$ cat config.mk
export PLATFORM = sky130hd
export DESIGN_NAME = keypad_entry_flat
export DESIGN_NICKNAME = d
export VERILOG_FILES = /design/src/rtl/keypad_entry_pkg.sv /design/src/rtl/keypad_entry_if.sv /design/src/rtl/keypad_entry_bcd_to_bin.sv /design/src/rtl/keypad_entry.sv /design/src/flat_wrapper.sv
export SDC_FILE = /design/constraint.sdc
export NUM_CORES = 1
export LEC_CHECK = 0
export ABC_AREA = 1
export CAP_MARGIN = 20
export CORE_MARGIN = 2
export CORE_UTILIZATION = 59
export CTS_BUF_LIST = sky130_fd_sc_hd__clkbuf_2
export CTS_CLUSTER_SIZE = 28
export DETAILED_ROUTE_END_ITERATION = 12
export MAX_ROUTING_LAYER = met4
export PLACE_DENSITY = 0.82
export SLEW_MARGIN = 20
export SYNTH_ARGS = -nofsm -noshare
export SYNTH_HDL_FRONTEND = slang
export SYNTH_SLANG_ARGS = --single-unit
$ cat constraint.sdc
create_clock -name clk -period 3.5 [get_ports clk]
set_clock_uncertainty 0.1 [all_clocks]
set_input_delay 0.7 -clock clk [delete_from_list [all_inputs] [get_ports clk]]
set_output_delay 0.7 -clock clk [all_outputs]
set_load 0.005 [all_outputs]
$ cat src/rtl/keypad_entry_pkg.sv
// keypad_entry_pkg: key codes, FSM states, limits and saturation helper shared by keypad_entry
package keypad_entry_pkg;
  localparam logic [3:0] KEY_SIGN = 4'hA;
  localparam logic [3:0] KEY_CLEAR = 4'hB;
  localparam logic [3:0] KEY_ENTER = 4'hC;
  localparam int NDIGITS = 4;
  localparam logic [13:0] MAX_POS = 14'd8191;
  localparam logic [13:0] MAX_NEG_MAG = 14'd8192;
  typedef enum logic [1:0] {S_IDLE, S_ENTRY, S_CONVERT, S_FINISH} state_t;
  // returns {ovf, value}; negative zero comes out as plain zero because 0 - 0 = 0
  function automatic logic [14:0] saturate(input logic neg, input logic [13:0] mag);
    return neg ? (mag > MAX_NEG_MAG ? {1'b1, 14'd0 - MAX_NEG_MAG} : {1'b0, 14'd0 - mag})
               : (mag > MAX_POS ? {1'b1, MAX_POS} : {1'b0, mag});
  endfunction
endpackage

$ cat src/rtl/keypad_entry_if.sv
// keypad_entry_if: key strobe input and result/echo outputs of the keypad entry block
interface keypad_entry_if;
  logic key_valid;
  logic [3:0] key_code;
  logic [13:0] value;
  logic value_valid;
  logic ovf;
  logic busy;
  logic sig;
  logic [3:0] bcd3;
  logic [3:0] bcd2;
  logic [3:0] bcd1;
  logic [3:0] bcd0;
  modport master(output key_valid, key_code,
                 input value, value_valid, ovf, busy, sig, bcd3, bcd2, bcd1, bcd0);
  modport slave(input key_valid, key_code,
                output value, value_valid, ovf, busy, sig, bcd3, bcd2, bcd1, bcd0);
endinterface

$ cat src/rtl/keypad_entry_bcd_to_bin.sv
// bcd_to_bin: 4-cycle Horner BCD-to-binary converter, msd first; o_done/o_mag are valid in the last step
module bcd_to_bin
  import keypad_entry_pkg::*;
(
  input  logic        clk,
  input  logic        rst_n,
  input  logic        i_start,
  input  logic [15:0] i_dig,
  output logic        o_done,
  output logic [13:0] o_mag
);
  logic r_run;
  logic [1:0] r_idx;
  logic [13:0] r_acc;
  logic [15:0] w_sh;
  logic [13:0] w_next;
  assign w_sh = i_dig << {r_idx, 2'b00};
  assign w_next = r_acc * 14'd10 + {10'd0, w_sh[15:12]};
  assign o_done = r_run && r_idx == 2'(NDIGITS - 1);
  assign o_mag = w_next;
  // one digit per cycle; the final sum is exposed combinationally so the caller can register it on done
  always_ff @(posedge clk or negedge rst_n)
    if (!rst_n) begin
      r_run <= 1'b0;
      r_idx <= '0;
      r_acc <= '0;
    end else if (i_start) begin
      r_run <= 1'b1;
      r_idx <= '0;
      r_acc <= '0;
    end else if (r_run) begin
      r_acc <= w_next;
      r_idx <= r_idx + 2'd1;
      r_run <= !o_done;
    end
endmodule

$ cat src/rtl/keypad_entry.sv
// keypad_entry: signed 4-digit keypad entry with BCD echo and saturated 14-bit result; ENTRY_TIMEOUT_EN adds idle auto-clear
module keypad_entry
  import keypad_entry_pkg::*;
#(
  parameter int unsigned TIMEOUT_CYCLES = 50_000_000
) (
  input logic clk,
  input logic rst_n,
  keypad_entry_if.slave bus
);
  state_t r_state;
  logic [15:0] r_dig;
  logic [2:0] r_cnt;
  logic r_sig;
  logic r_busy;
  logic r_valid;
  logic r_ovf;
  logic [13:0] r_value;
  logic w_key;
  logic w_acc;
  logic w_start;
  logic w_done;
  logic w_tmo;
  logic [13:0] w_mag;
  logic [14:0] w_sat;
  assign w_key = bus.key_valid && (r_state == S_IDLE || r_state == S_ENTRY);
  assign w_acc = w_key && bus.key_code <= KEY_ENTER;
  assign w_start = w_key && bus.key_code == KEY_ENTER;
  assign w_sat = saturate(r_sig, w_mag);
  assign bus.value = r_value;
  assign bus.value_valid = r_valid;
  assign bus.ovf = r_ovf;
  assign bus.busy = r_busy;
  assign bus.sig = r_sig;
  assign {bus.bcd3, bus.bcd2, bus.bcd1, bus.bcd0} = r_dig;

  bcd_to_bin u_conv (
    .clk     (clk),
    .rst_n   (rst_n),
    .i_start (w_start),
    .i_dig   (r_dig),
    .o_done  (w_done),
    .o_mag   (w_mag)
  );

`ifdef ENTRY_TIMEOUT_EN
  logic [31:0] r_tmo;
  logic w_elig;
  assign w_elig = r_state == S_ENTRY || (r_state == S_IDLE && r_sig);
  assign w_tmo = w_elig && !w_acc && r_tmo == TIMEOUT_CYCLES - 1;
  // idle counter: restarts on accepted keys, holds while converting, wraps when it fires the clear
  always_ff @(posedge clk or negedge rst_n)
    if (!rst_n) r_tmo <= '0;
    else if (!r_busy) r_tmo <= (w_acc || !w_elig || w_tmo) ? '0 : r_tmo + 32'd1;
`else
  localparam int unsigned unused_tmo = TIMEOUT_CYCLES;
  assign w_tmo = 1'b0;
`endif

  // entry FSM: digit shift register, sign, conversion sequencing and saturated result registers
  always_ff @(posedge clk or negedge rst_n)
    if (!rst_n) begin
      r_state <= S_IDLE;
      r_dig <= '0;
      r_cnt <= '0;
      r_sig <= 1'b0;
      r_busy <= 1'b0;
      r_valid <= 1'b0;
      r_ovf <= 1'b0;
      r_value <= '0;
    end else begin
      r_valid <= 1'b0;
      case (r_state)
        S_IDLE, S_ENTRY:
          if (w_key && bus.key_code <= 4'd9) begin
            if (r_cnt < 3'(NDIGITS)) begin
              r_dig <= {r_dig[11:0], bus.key_code};
              r_cnt <= r_cnt + 3'd1;
              r_state <= S_ENTRY;
            end
          end else if (w_key && bus.key_code == KEY_SIGN) r_sig <= !r_sig;
          else if ((w_key && bus.key_code == KEY_CLEAR) || w_tmo) begin
            r_dig <= '0;
            r_cnt <= '0;
            r_sig <= 1'b0;
            r_state <= S_IDLE;
          end else if (w_start) begin
            r_busy <= 1'b1;
            r_state <= S_CONVERT;
          end
        S_CONVERT:
          if (w_done) begin
            {r_ovf, r_value} <= w_sat;
            r_valid <= 1'b1;
            r_state <= S_FINISH;
          end
        default: begin
          r_dig <= '0;
          r_cnt <= '0;
          r_sig <= 1'b0;
          r_busy <= 1'b0;
          r_state <= S_IDLE;
        end
      endcase
    end
endmodule

$ cat src/flat_wrapper.sv
// flat-port wrapper written by rule: the top's interface ports become plain ports
module keypad_entry_flat import keypad_entry_pkg::*;
#(
  parameter int unsigned TIMEOUT_CYCLES = 50_000_000
)
  (clk, rst_n, bus_key_valid, bus_key_code, bus_value, bus_value_valid, bus_ovf, bus_busy, bus_sig, bus_bcd3, bus_bcd2, bus_bcd1, bus_bcd0);
  keypad_entry_if bus_i ();
  input logic clk;
  input logic rst_n;
  input wire logic [$bits(bus_i.key_valid)-1:0] bus_key_valid;
  input wire logic [$bits(bus_i.key_code)-1:0] bus_key_code;
  output wire logic [$bits(bus_i.value)-1:0] bus_value;
  output wire logic [$bits(bus_i.value_valid)-1:0] bus_value_valid;
  output wire logic [$bits(bus_i.ovf)-1:0] bus_ovf;
  output wire logic [$bits(bus_i.busy)-1:0] bus_busy;
  output wire logic [$bits(bus_i.sig)-1:0] bus_sig;
  output wire logic [$bits(bus_i.bcd3)-1:0] bus_bcd3;
  output wire logic [$bits(bus_i.bcd2)-1:0] bus_bcd2;
  output wire logic [$bits(bus_i.bcd1)-1:0] bus_bcd1;
  output wire logic [$bits(bus_i.bcd0)-1:0] bus_bcd0;
  assign bus_i.key_valid = bus_key_valid;
  assign bus_i.key_code = bus_key_code;
  assign bus_value = bus_i.value;
  assign bus_value_valid = bus_i.value_valid;
  assign bus_ovf = bus_i.ovf;
  assign bus_busy = bus_i.busy;
  assign bus_sig = bus_i.sig;
  assign bus_bcd3 = bus_i.bcd3;
  assign bus_bcd2 = bus_i.bcd2;
  assign bus_bcd1 = bus_i.bcd1;
  assign bus_bcd0 = bus_i.bcd0;
  keypad_entry #(.TIMEOUT_CYCLES(TIMEOUT_CYCLES)) u_core (.clk(clk), .rst_n(rst_n), .bus(bus_i));
endmodule
==> impl_table.tex, run 1 <==
\begin{tabular}{lr}
\hline
Metric & Value \\
\hline
\multicolumn{2}{l}{\textbf{Clock tree}} \\
CTS Root Cell & sky130\_fd\_sc\_hd\_\_clkbuf\_2 \\
Number of hold buffers added after cts & 0 \\
CTS resizes & 0 \\
H-tree Lvls & 2 \\
Clock insertion delay at the later pin of the skew report & 430 ps \\
Clock transition at the registers of the reported paths & 270 ps \\
Post-CTS setup repair buffer count & 0 \\
Number of buffers inserted during clock tree synthesis & 5 \\
Total clock sinks & 55 \\
CTS max path bufs & 2 \\
TritonCTS clock tree & done \\
\multicolumn{2}{l}{\textbf{STA}} \\
Max-slew violation count & 0 \\
Final hold violation count & 0 \\
Tightest Pin Transition & 793 ps \\
Max\_slew headroom & 46.7\% \\
Portion of the clock cycle consumed by the worst path in the final layout & 92.3\% \\
Unrepaired setup endpoints after global routing & false \\
Upper clock frequency limit & 309 MHz \\
Worst setup slack after layout & 268 ps \\
Post-Route Setup TNS & 0 ps \\
Minimum clock period after layout & 3230 ps \\
Final setup viols & 0 \\
\multicolumn{2}{l}{\textbf{Worst setup path}} \\
Most prevalent standard cell on the critical path & sky130\_fd\_sc\_hd\_\_a21oi\_1 \\
Buf/Inv on CP & 2 \\
Crit path max-delay cell type & sky130\_fd\_sc\_hd\_\_dfrtp\_1 \\
Crit Path Class & reg -> reg \\
Worst path arrival time & 3510 ps \\
Biggest fanout along the worst timing path & 12 \\
FF-to-FF setup slack & 270 ps \\
Cells along the critical path & inv\_2, o21ai\_0, a21oi\_1, a21oi\_1, ha\_1, fa\_1, xor2\_1, inv\_2, nand2\_1, a21oi\_2, nand3\_2, nor2\_4, nand3\_4, nor2\_8, nand3\_4, nand2\_4, nand3\_1, a21oi\_1 \\
Family of cells with the greatest summed delay on the critical path & simple AND/OR/NAND/NOR gates \\
CP endpoint kind & flip-flop \\
Critical path launch point type & flip-flop \\
Stage delay of the slowest cell on the critical path & 490 ps \\
Critical path data required time & 3780 ps \\
\multicolumn{2}{l}{\textbf{Routing}} \\
Via density per instance & 5.37 \\
Remaining antenna violation count after routing & 0 \\
Drc violations & 0 \\
Total wire length after detailed routing & 8620 um \\
Total number of vias & 3565 \\
Wirelength per Cell & 13.0 um \\
Iteration-0 DRC Markers & 181 \\
Drt first pass iters & 5 \\
\multicolumn{2}{l}{\textbf{Logic synthesis}} \\
Synthesized netlist cell count & 547 \\
Post-synthesis sequential area ratio & 34.5\% \\
Total of warnings raised by yosys & 0 \\
Seq cells post-synth & 55 \\
Syn\_area\_per\_cell & 7.29 um2 \\
Area fraction of the dominant cell type after synthesis & 34.5\% \\
Net count after synthesis & 582 \\
Syn Std Cell Area & 0.00399 mm2 \\
Cell type with the highest aggregate area in the netlist & sky130\_fd\_sc\_hd\_\_dfrtp\_1 \\
Top post-synthesis cells by area & sky130\_fd\_sc\_hd\_\_dfrtp\_1 (35\%), sky130\_fd\_sc\_hd\_\_nand2\_1 (12\%), sky130\_fd\_sc\_hd\_\_ha\_1 (8.2\%) \\
Distinct cell type count after synthesis & 38 \\
\multicolumn{2}{l}{\textbf{Finish}} \\
Number of filler instances in the final layout & 564 \\
Fraction of layout cells with a size suffix above 1 & 13.6\% \\
Antenna diode count & 0 \\
Final layout net count & 621 \\
Area added between synthesis and finish & 12.5\% \\
Share of the core filled with cells in the final layout & 69.4\% \\
\multicolumn{2}{l}{\textbf{Global routing}} \\
Global-route wire length before repair & 15100 um \\
Global route total overflow & 0 \\
Maximum number of pins on one net before global-route repair & 39 \\
Via count of the first global-routing pass & 3524 \\
Antenna violations before repair & 0 \\
Overall routing resource usage & 25.7\% \\
\multicolumn{2}{l}{\textbf{Power}} \\
Combinational group share of total power & 70.4\% \\
Net Sw Frac & 54.6\% \\
Leak pwr & 2.27 nW \\
Switch Pwr & 2.33 mW \\
Clock network power share & 5.9\% \\
Seq pwr share & 23.7\% \\
Internal power contribution & 1.93 mW \\
Maximum vdd ir drop & 0.468 mV \\
PnR Total Power & 4.27 mW \\
Power density over the cells & 951 mW/mm2 \\
\multicolumn{2}{l}{\textbf{Place}} \\
Worst slack, placed & 263 ps \\
Half-perimeter wire length after placement & 6730 um \\
Weighted congestion reported at the end of routability-driven placement & 0.902 \\
Count of buffers from port buffering & 40 \\
\multicolumn{2}{l}{\textbf{Die}} \\
Starting utilization of the core area & 61.7\% \\
Number of rows created at floorplan & 29 \\
Die X-Extent & 86.2 um \\
Core Area & 0.00646 mm2 \\
IO Pins & 41 \\
Die Outline Area & 0.00743 mm2 \\
Die extent in y & 86.2 um \\
\multicolumn{2}{l}{\textbf{Hold path}} \\
Hold Crit Class & in -> async \\
\multicolumn{2}{l}{\textbf{Flow run}} \\
Max\_cap viols & 0 \\
\multicolumn{2}{l}{\textbf{Run status}} \\
Result of the run & finished clean \\
\hline
\end{tabular}
==> cell usage after synthesis <==
cell type and n:
sky130_fd_sc_hd__o21ai_0 38, sky130_fd_sc_hd__nor3b_1 2, sky130_fd_sc_hd__nand2_1 125, sky130_fd_sc_hd__a31oi_1 2, sky130_fd_sc_hd__o21bai_1 1, sky130_fd_sc_hd__o21ai_1 2
sky130_fd_sc_hd__inv_2 9, sky130_fd_sc_hd__nor2_1 67, sky130_fd_sc_hd__a22oi_1 1, sky130_fd_sc_hd__nand3_4 2, sky130_fd_sc_hd__nor2_4 1, sky130_fd_sc_hd__clkbuf_1 8
sky130_fd_sc_hd__nand2_4 2, sky130_fd_sc_hd__nand3b_1 1, sky130_fd_sc_hd__clkinv_1 1, sky130_fd_sc_hd__buf_12 1, sky130_fd_sc_hd__xnor2_1 2, sky130_fd_sc_hd__nor2_8 1
sky130_fd_sc_hd__buf_4 1, sky130_fd_sc_hd__o31ai_1 4, sky130_fd_sc_hd__nand2_2 29, sky130_fd_sc_hd__a21oi_1 14, sky130_fd_sc_hd__inv_1 61, sky130_fd_sc_hd__a21oi_2 12
sky130_fd_sc_hd__nand3_1 45, sky130_fd_sc_hd__nor3_1 6, sky130_fd_sc_hd__a22o_1 2, sky130_fd_sc_hd__buf_2 3, sky130_fd_sc_hd__buf_6 1, sky130_fd_sc_hd__fa_1 2
sky130_fd_sc_hd__mux2i_1 1, sky130_fd_sc_hd__xor2_1 5, sky130_fd_sc_hd__ha_1 26, sky130_fd_sc_hd__o22ai_1 2, sky130_fd_sc_hd__nand3_2 4, sky130_fd_sc_hd__nand4_1 4
sky130_fd_sc_hd__dfrtp_1 55, sky130_fd_sc_hd__nor2_2 4
==> placed cells by master, fill, tap and decap left out, types with 4 or more instances in the layout <==
| cell type | Yosys | layout |
|---|---|---|
| sky130_fd_sc_hd__nand3_1 | 45 | 45 |
| sky130_fd_sc_hd__nor2_2 | 4 | 5 |
| sky130_fd_sc_hd__nand4_1 | 4 | 4 |
| sky130_fd_sc_hd__o21ai_0 | 38 | 38 |
| sky130_fd_sc_hd__nand2_1 | 125 | 125 |
| sky130_fd_sc_hd__buf_4 | 1 | 6 |
| sky130_fd_sc_hd__clkdlybuf4s50_1 | 0 | 39 |
| sky130_fd_sc_hd__o31ai_1 | 4 | 4 |
| sky130_fd_sc_hd__dfrtp_1 | 55 | 55 |
| sky130_fd_sc_hd__nor3_1 | 6 | 6 |
| sky130_fd_sc_hd__a21oi_2 | 12 | 12 |
| sky130_fd_sc_hd__nor2_1 | 67 | 66 |
| sky130_fd_sc_hd__ha_1 | 26 | 26 |
| sky130_fd_sc_hd__a21oi_1 | 14 | 14 |
| sky130_fd_sc_hd__inv_1 | 61 | 60 |
| sky130_fd_sc_hd__inv_2 | 9 | 10 |
| sky130_fd_sc_hd__nand3_2 | 4 | 4 |
| sky130_fd_sc_hd__nand2_2 | 29 | 29 |
| sky130_fd_sc_hd__xor2_1 | 5 | 5 |
| sky130_fd_sc_hd__clkbuf_2 | 0 | 6 |
==> per-layer routing <==
metal,up-vias,wire [um],global-route usage (%)
li1,1834,-,-
met1,1666,3790,29.8
met2,55,4510,47.9
met3,10,223,2.86
met4,0,93,5.54
met5,-,0,-
==> flip-flops by register name, summed over array words and instances (netlist names) <==
register	flops
u_core.bus.ovf	1
u_core.bus.value_valid	1
u_core.bus.busy	1
u_core.bus.value	14
u_core.r_dig	16
u_core.u_conv.r_idx	2
u_core.u_conv.r_acc	13
u_core.r_cnt	3
u_core.bus.sig	1
u_core.u_conv.r_run	1
u_core.r_state	2
==> power groups by stage <==
stage	combinational (mW)	clock, mW	sequential, mW
6_report	3.00	0.252	1.01
2_1_floorplan	2.34	0	0.982
4_1_cts	3.00	0.260	1.01
5_1_grt	3.41	0.286	1.03
3_5_place_dp	2.98	0	1.02
3_3_place_gp	2.91	0	1.01
==> worst paths after layout <==
kind                                     endpoint              startpoint  cells after the start
setup / recovery              u_core.bus.value[1]  u_core.u_conv.r_idx[1]                     18
hold / removal                   u_core.r_dig[13]                   rst_n                      1
setup reg to reg              u_core.bus.value[1]  u_core.u_conv.r_idx[1]                     18
hold reg to reg                   u_core.r_cnt[0]         u_core.r_cnt[0]                      1
max in group asynchronous  u_core.u_conv.r_acc[1]                   rst_n                      2
min in group clk                  u_core.r_cnt[0]         u_core.r_cnt[0]                      1
==> layout make-up <==
class                      count  area, um2  area share, %
timing repair buffer          46        440           9.82
clock buffer                   6       30.0          0.670
inverter                      71        267           5.94
multi-input combinational    407       2260           50.4
tap                           77       96.3           2.15
clock inverter                 2       12.5          0.279
sequential                    55       1380           30.7
==> kinds of logic (layout without fill, tap and decap cells) <==
logic type / count (synthesis) / in the layout / synth area share, %
adders and majority gates: 28 / 28 / 9.17
xor gates and xnor gates: 7 / 7 / 1.54
buffers and inverters: 85 / 125 / 8.79
AOI/OAI and AO/OA: 78 / 78 / 11.6
and+or+nand+nor: 293 / 293 / 34.1
muxes: 1 / 1 / 0.251
DFF: 55 / 55 / 34.5
==> through the flow <==
step           cell area (um2)  hold WS, ps  cells
6_report                  4480         48.9    664
5_1_grt                   4480         21.4    664
4_1_cts                   4480         44.4    664
3_5_place_dp              4440          365    656
3_3_place_gp              4440          361    656
2_1_floorplan             3990          304    547
Power figures use the tool's default switching activity.
==> inputs of run 2 (changes only) <==
Settings changed: CORE_MARGIN 2 to unset, CORE_UTILIZATION 59 to 50, PLACE_DENSITY 0.82 to 0.72.
==> impl_table.tex, run 2 (synthesized netlist as in run 1, its figures left out) <==
\begin{tabular}{lr}
\hline
Metric & Value \\
\hline
\multicolumn{2}{l}{\textbf{Run status}} \\
Result of the run & finished clean (unchanged) \\
\multicolumn{2}{l}{\textbf{Place}} \\
Placed instance area & 0.00447 mm2 (was 0.00444 mm2) \\
Half-perimeter wire length after placement & 6810 um (was 6730 um) \\
Worst slack, placed & 181 ps (was 263 ps) \\
Weighted congestion reported at the end of routability-driven placement & 0.855 (was 0.902) \\
Count of buffers from port buffering & 40 (unchanged) \\
Total placed cells including tap cells & 681 (was 656) \\
\multicolumn{2}{l}{\textbf{STA}} \\
Worst hold margin & 62.4 ps (was 48.9 ps) \\
Unrepaired setup endpoints after global routing & false (unchanged) \\
Max-slew violation count & 0 (unchanged) \\
Portion of the clock cycle consumed by the worst path in the final layout & 92.0\% (was 92.3\%) \\
Worst setup slack after layout & 281 ps (was 268 ps) \\
Upper clock frequency limit & 311 MHz (was 309 MHz) \\
Post-Route Setup TNS & 0 ps (unchanged) \\
Final setup viols & 0 (unchanged) \\
Final hold violation count & 0 (unchanged) \\
Max\_slew headroom & 42.0\% (was 46.7\%) \\
Tightest Pin Transition & 863 ps (was 793 ps) \\
Minimum clock period after layout & 3220 ps (was 3230 ps) \\
\multicolumn{2}{l}{\textbf{Routing}} \\
Total number of vias & 3606 (was 3565) \\
Wirelength per Cell & 12.7 um (was 13.0 um) \\
Remaining antenna violation count after routing & 0 (unchanged) \\
Iteration-0 DRC Markers & 168 (was 181) \\
Total wire length after detailed routing & 8750 um (was 8620 um) \\
Via density per instance & 5.23 (was 5.37) \\
Drc violations & 0 (unchanged) \\
Drt first pass iters & 4 (was 5) \\
\multicolumn{2}{l}{\textbf{Die}} \\
Core Area & 0.00773 mm2 (was 0.00646 mm2) \\
IO Pins & 41 (unchanged) \\
Die extent in y & 91.3 um (was 86.2 um) \\
Die X-Extent & 91.3 um (was 86.2 um) \\
Die Outline Area & 0.00833 mm2 (was 0.00743 mm2) \\
Starting utilization of the core area & 51.6\% (was 61.7\%) \\
Number of rows created at floorplan & 32 (was 29) \\
\multicolumn{2}{l}{\textbf{Clock tree}} \\
Clock transition at the registers of the reported paths & 290 ps (was 270 ps) \\
Clock insertion delay at the later pin of the skew report & 450 ps (was 430 ps) \\
TritonCTS clock tree & done (unchanged) \\
Number of hold buffers added after cts & 0 (unchanged) \\
Total clock sinks & 55 (unchanged) \\
CTS Root Cell & sky130\_fd\_sc\_hd\_\_clkbuf\_2 (unchanged) \\
CTS max path bufs & 2 (unchanged) \\
H-tree Lvls & 2 (unchanged) \\
Number of buffers inserted during clock tree synthesis & 5 (unchanged) \\
\multicolumn{2}{l}{\textbf{Hold path}} \\
Hold Crit Class & in -> async (unchanged) \\
\multicolumn{2}{l}{\textbf{Global routing}} \\
Via count of the first global-routing pass & 3545 (was 3524) \\
Antenna violations before repair & 0 (unchanged) \\
Maximum number of pins on one net before global-route repair & 36 (was 39) \\
Overall routing resource usage & 23.4\% (was 25.7\%) \\
Global-route wire length before repair & 15500 um (was 15100 um) \\
Global route total overflow & 0 (unchanged) \\
\multicolumn{2}{l}{\textbf{Worst setup path}} \\
Buf/Inv on CP & 2 (unchanged) \\
Stage delay of the slowest cell on the critical path & 470 ps (was 490 ps) \\
Depth of the worst register-to-register path & 20 (was 18) \\
Destination of the worst register-to-register timing path & u\_core.bus.value[11] (was u\_core.bus.value[1]) \\
Family of cells with the greatest summed delay on the critical path & simple AND/OR/NAND/NOR gates (unchanged) \\
Instance count on the critical path & 20 (was 18) \\
Crit path max-delay cell type & sky130\_fd\_sc\_hd\_\_dfrtp\_1 (unchanged) \\
Crit Path Class & reg -> reg (unchanged) \\
R2R Path Start & u\_core.u\_conv.r\_idx[0] (was u\_core.u\_conv.r\_idx[1]) \\
Cells along the critical path & inv\_2, o21ai\_0, a21oi\_1, a21oi\_2, ha\_2, fa\_1, xor2\_1, inv\_2, nand2\_1, a21oi\_2, nand3\_2, nor2\_4, nand3\_4, nor2\_8, nand3\_4, nand2\_8, nand2\_1, nand2\_1, nand2\_1, nand2\_1 (was inv\_2, o21ai\_0, a21oi\_1, a21oi\_1, ha\_1, fa\_1, xor2\_1, inv\_2, nand2\_1, a21oi\_2, nand3\_2, nor2\_4, nand3\_4, nor2\_8, nand3\_4, nand2\_4, nand3\_1, a21oi\_1) \\
FF-to-FF setup slack & 280 ps (was 270 ps) \\
Critical path data required time & 3810 ps (was 3780 ps) \\
CP endpoint kind & flip-flop (unchanged) \\
Worst path arrival time & 3530 ps (was 3510 ps) \\
Biggest fanout along the worst timing path & 12 (unchanged) \\
Most prevalent standard cell on the critical path & sky130\_fd\_sc\_hd\_\_nand2\_1 (was sky130\_fd\_sc\_hd\_\_a21oi\_1) \\
Critical path launch point type & flip-flop (unchanged) \\
\multicolumn{2}{l}{\textbf{Finish}} \\
Fraction of layout cells with a size suffix above 1 & 14.1\% (was 13.6\%) \\
Antenna diode count & 0 (unchanged) \\
Final layout net count & 622 (was 621) \\
Share of the core filled with cells in the final layout & 58.8\% (was 69.4\%) \\
Most flop-heavy register & u\_core.r\_dig (unchanged) \\
Number of filler instances in the final layout & 725 (was 564) \\
Top library cells by usage in the layout, fill and taps aside & sky130\_fd\_sc\_hd\_\_nand2\_1 (125), sky130\_fd\_sc\_hd\_\_nor2\_1 (66), sky130\_fd\_sc\_hd\_\_inv\_1 (60) (unchanged) \\
Final instance count without filler cells & 690 (was 664) \\
Area added between synthesis and finish & 14.0\% (was 12.5\%) \\
Final instance area & 0.00454 mm2 (was 0.00448 mm2) \\
Most common library cell in the layout ignoring fill and taps & sky130\_fd\_sc\_hd\_\_nand2\_1 (unchanged) \\
Number of flip-flops under the largest register name & 16 (unchanged) \\
\multicolumn{2}{l}{\textbf{Flow run}} \\
Max\_cap viols & 0 (unchanged) \\
\multicolumn{2}{l}{\textbf{Power}} \\
Power density over the cells & 953 mW/mm2 (was 951 mW/mm2) \\
PnR Total Power & 4.33 mW (was 4.27 mW) \\
Leak pwr & 2.27 nW (about the same) \\
Maximum vdd ir drop & 0.409 mV (was 0.468 mV) \\
\hline
\end{tabular}
[run 2: timing repair]
action                                  4_1_cts  5_1_grt
resized for setup                             0        5
endpoints found under the setup margin        0       15
setup buffers                                 0        1
[run 2: final cells by class]
type	count	area [um2]	area share [%]
multi-input combinational	407	2280	50.1
sequential	55	1380	30.3
timing repair buffer	47	448	9.86
inverter	71	267	5.87
tap	102	128	2.81
clock buffer	5	25.0	0.551
clock inverter	3	23.8	0.523
[run 2: worst register-to-register path: stages (launching register included)]
cell and delay [ps]:
sky130_fd_sc_hd__dfrtp_1 470, sky130_fd_sc_hd__inv_2 140, sky130_fd_sc_hd__o21ai_0 90, sky130_fd_sc_hd__a21oi_1 160, sky130_fd_sc_hd__a21oi_2 70, sky130_fd_sc_hd__ha_2 200, sky130_fd_sc_hd__fa_1 430, sky130_fd_sc_hd__xor2_1 200
sky130_fd_sc_hd__inv_2 130, sky130_fd_sc_hd__nand2_1 80, sky130_fd_sc_hd__a21oi_2 170, sky130_fd_sc_hd__nand3_2 120, sky130_fd_sc_hd__nor2_4 140, sky130_fd_sc_hd__nand3_4 110, sky130_fd_sc_hd__nor2_8 120, sky130_fd_sc_hd__nand3_4 110
sky130_fd_sc_hd__nand2_8 130, sky130_fd_sc_hd__nand2_1 70, sky130_fd_sc_hd__nand2_1 50, sky130_fd_sc_hd__nand2_1 50, sky130_fd_sc_hd__nand2_1 50
[run 2: routing by layer]
layer,vias to the layer above,share of wire (%),global-route usage [%]
met5,-,0,-
met4,0,1.3,4.89
met3,12,2.8,3.18
met2,53,51,43.0
met1,1704,45,27.0
li1,1837,-,-
[run 2: how the worst max path moves through the flow]
stage | to | from
2_1_floorplan | u_core.bus.value[6] | u_core.u_conv.r_idx[0]
3_3_place_gp | u_core.bus.value[11] | u_core.u_conv.r_idx[1]
3_5_place_dp | u_core.bus.value[1] | u_core.u_conv.r_idx[1]
4_1_cts | u_core.bus.value[1] | u_core.u_conv.r_idx[1]
5_1_grt | u_core.bus.value[11] | u_core.u_conv.r_idx[0]
6_report | u_core.bus.value[11] | u_core.u_conv.r_idx[0]
[run 2: power by group]
group          switching (mW)  internal, mW
combinational            2.00          1.06
clock                   0.209        0.0543
sequential              0.171         0.837
==> inputs of run 3 (changes only) <==
Settings changed: ABC_CLOCK_PERIOD_IN_PS set to 3500.
==> results of run 3 <==
Same layout as run 2: the final DEF is identical, and so are final timing and power.
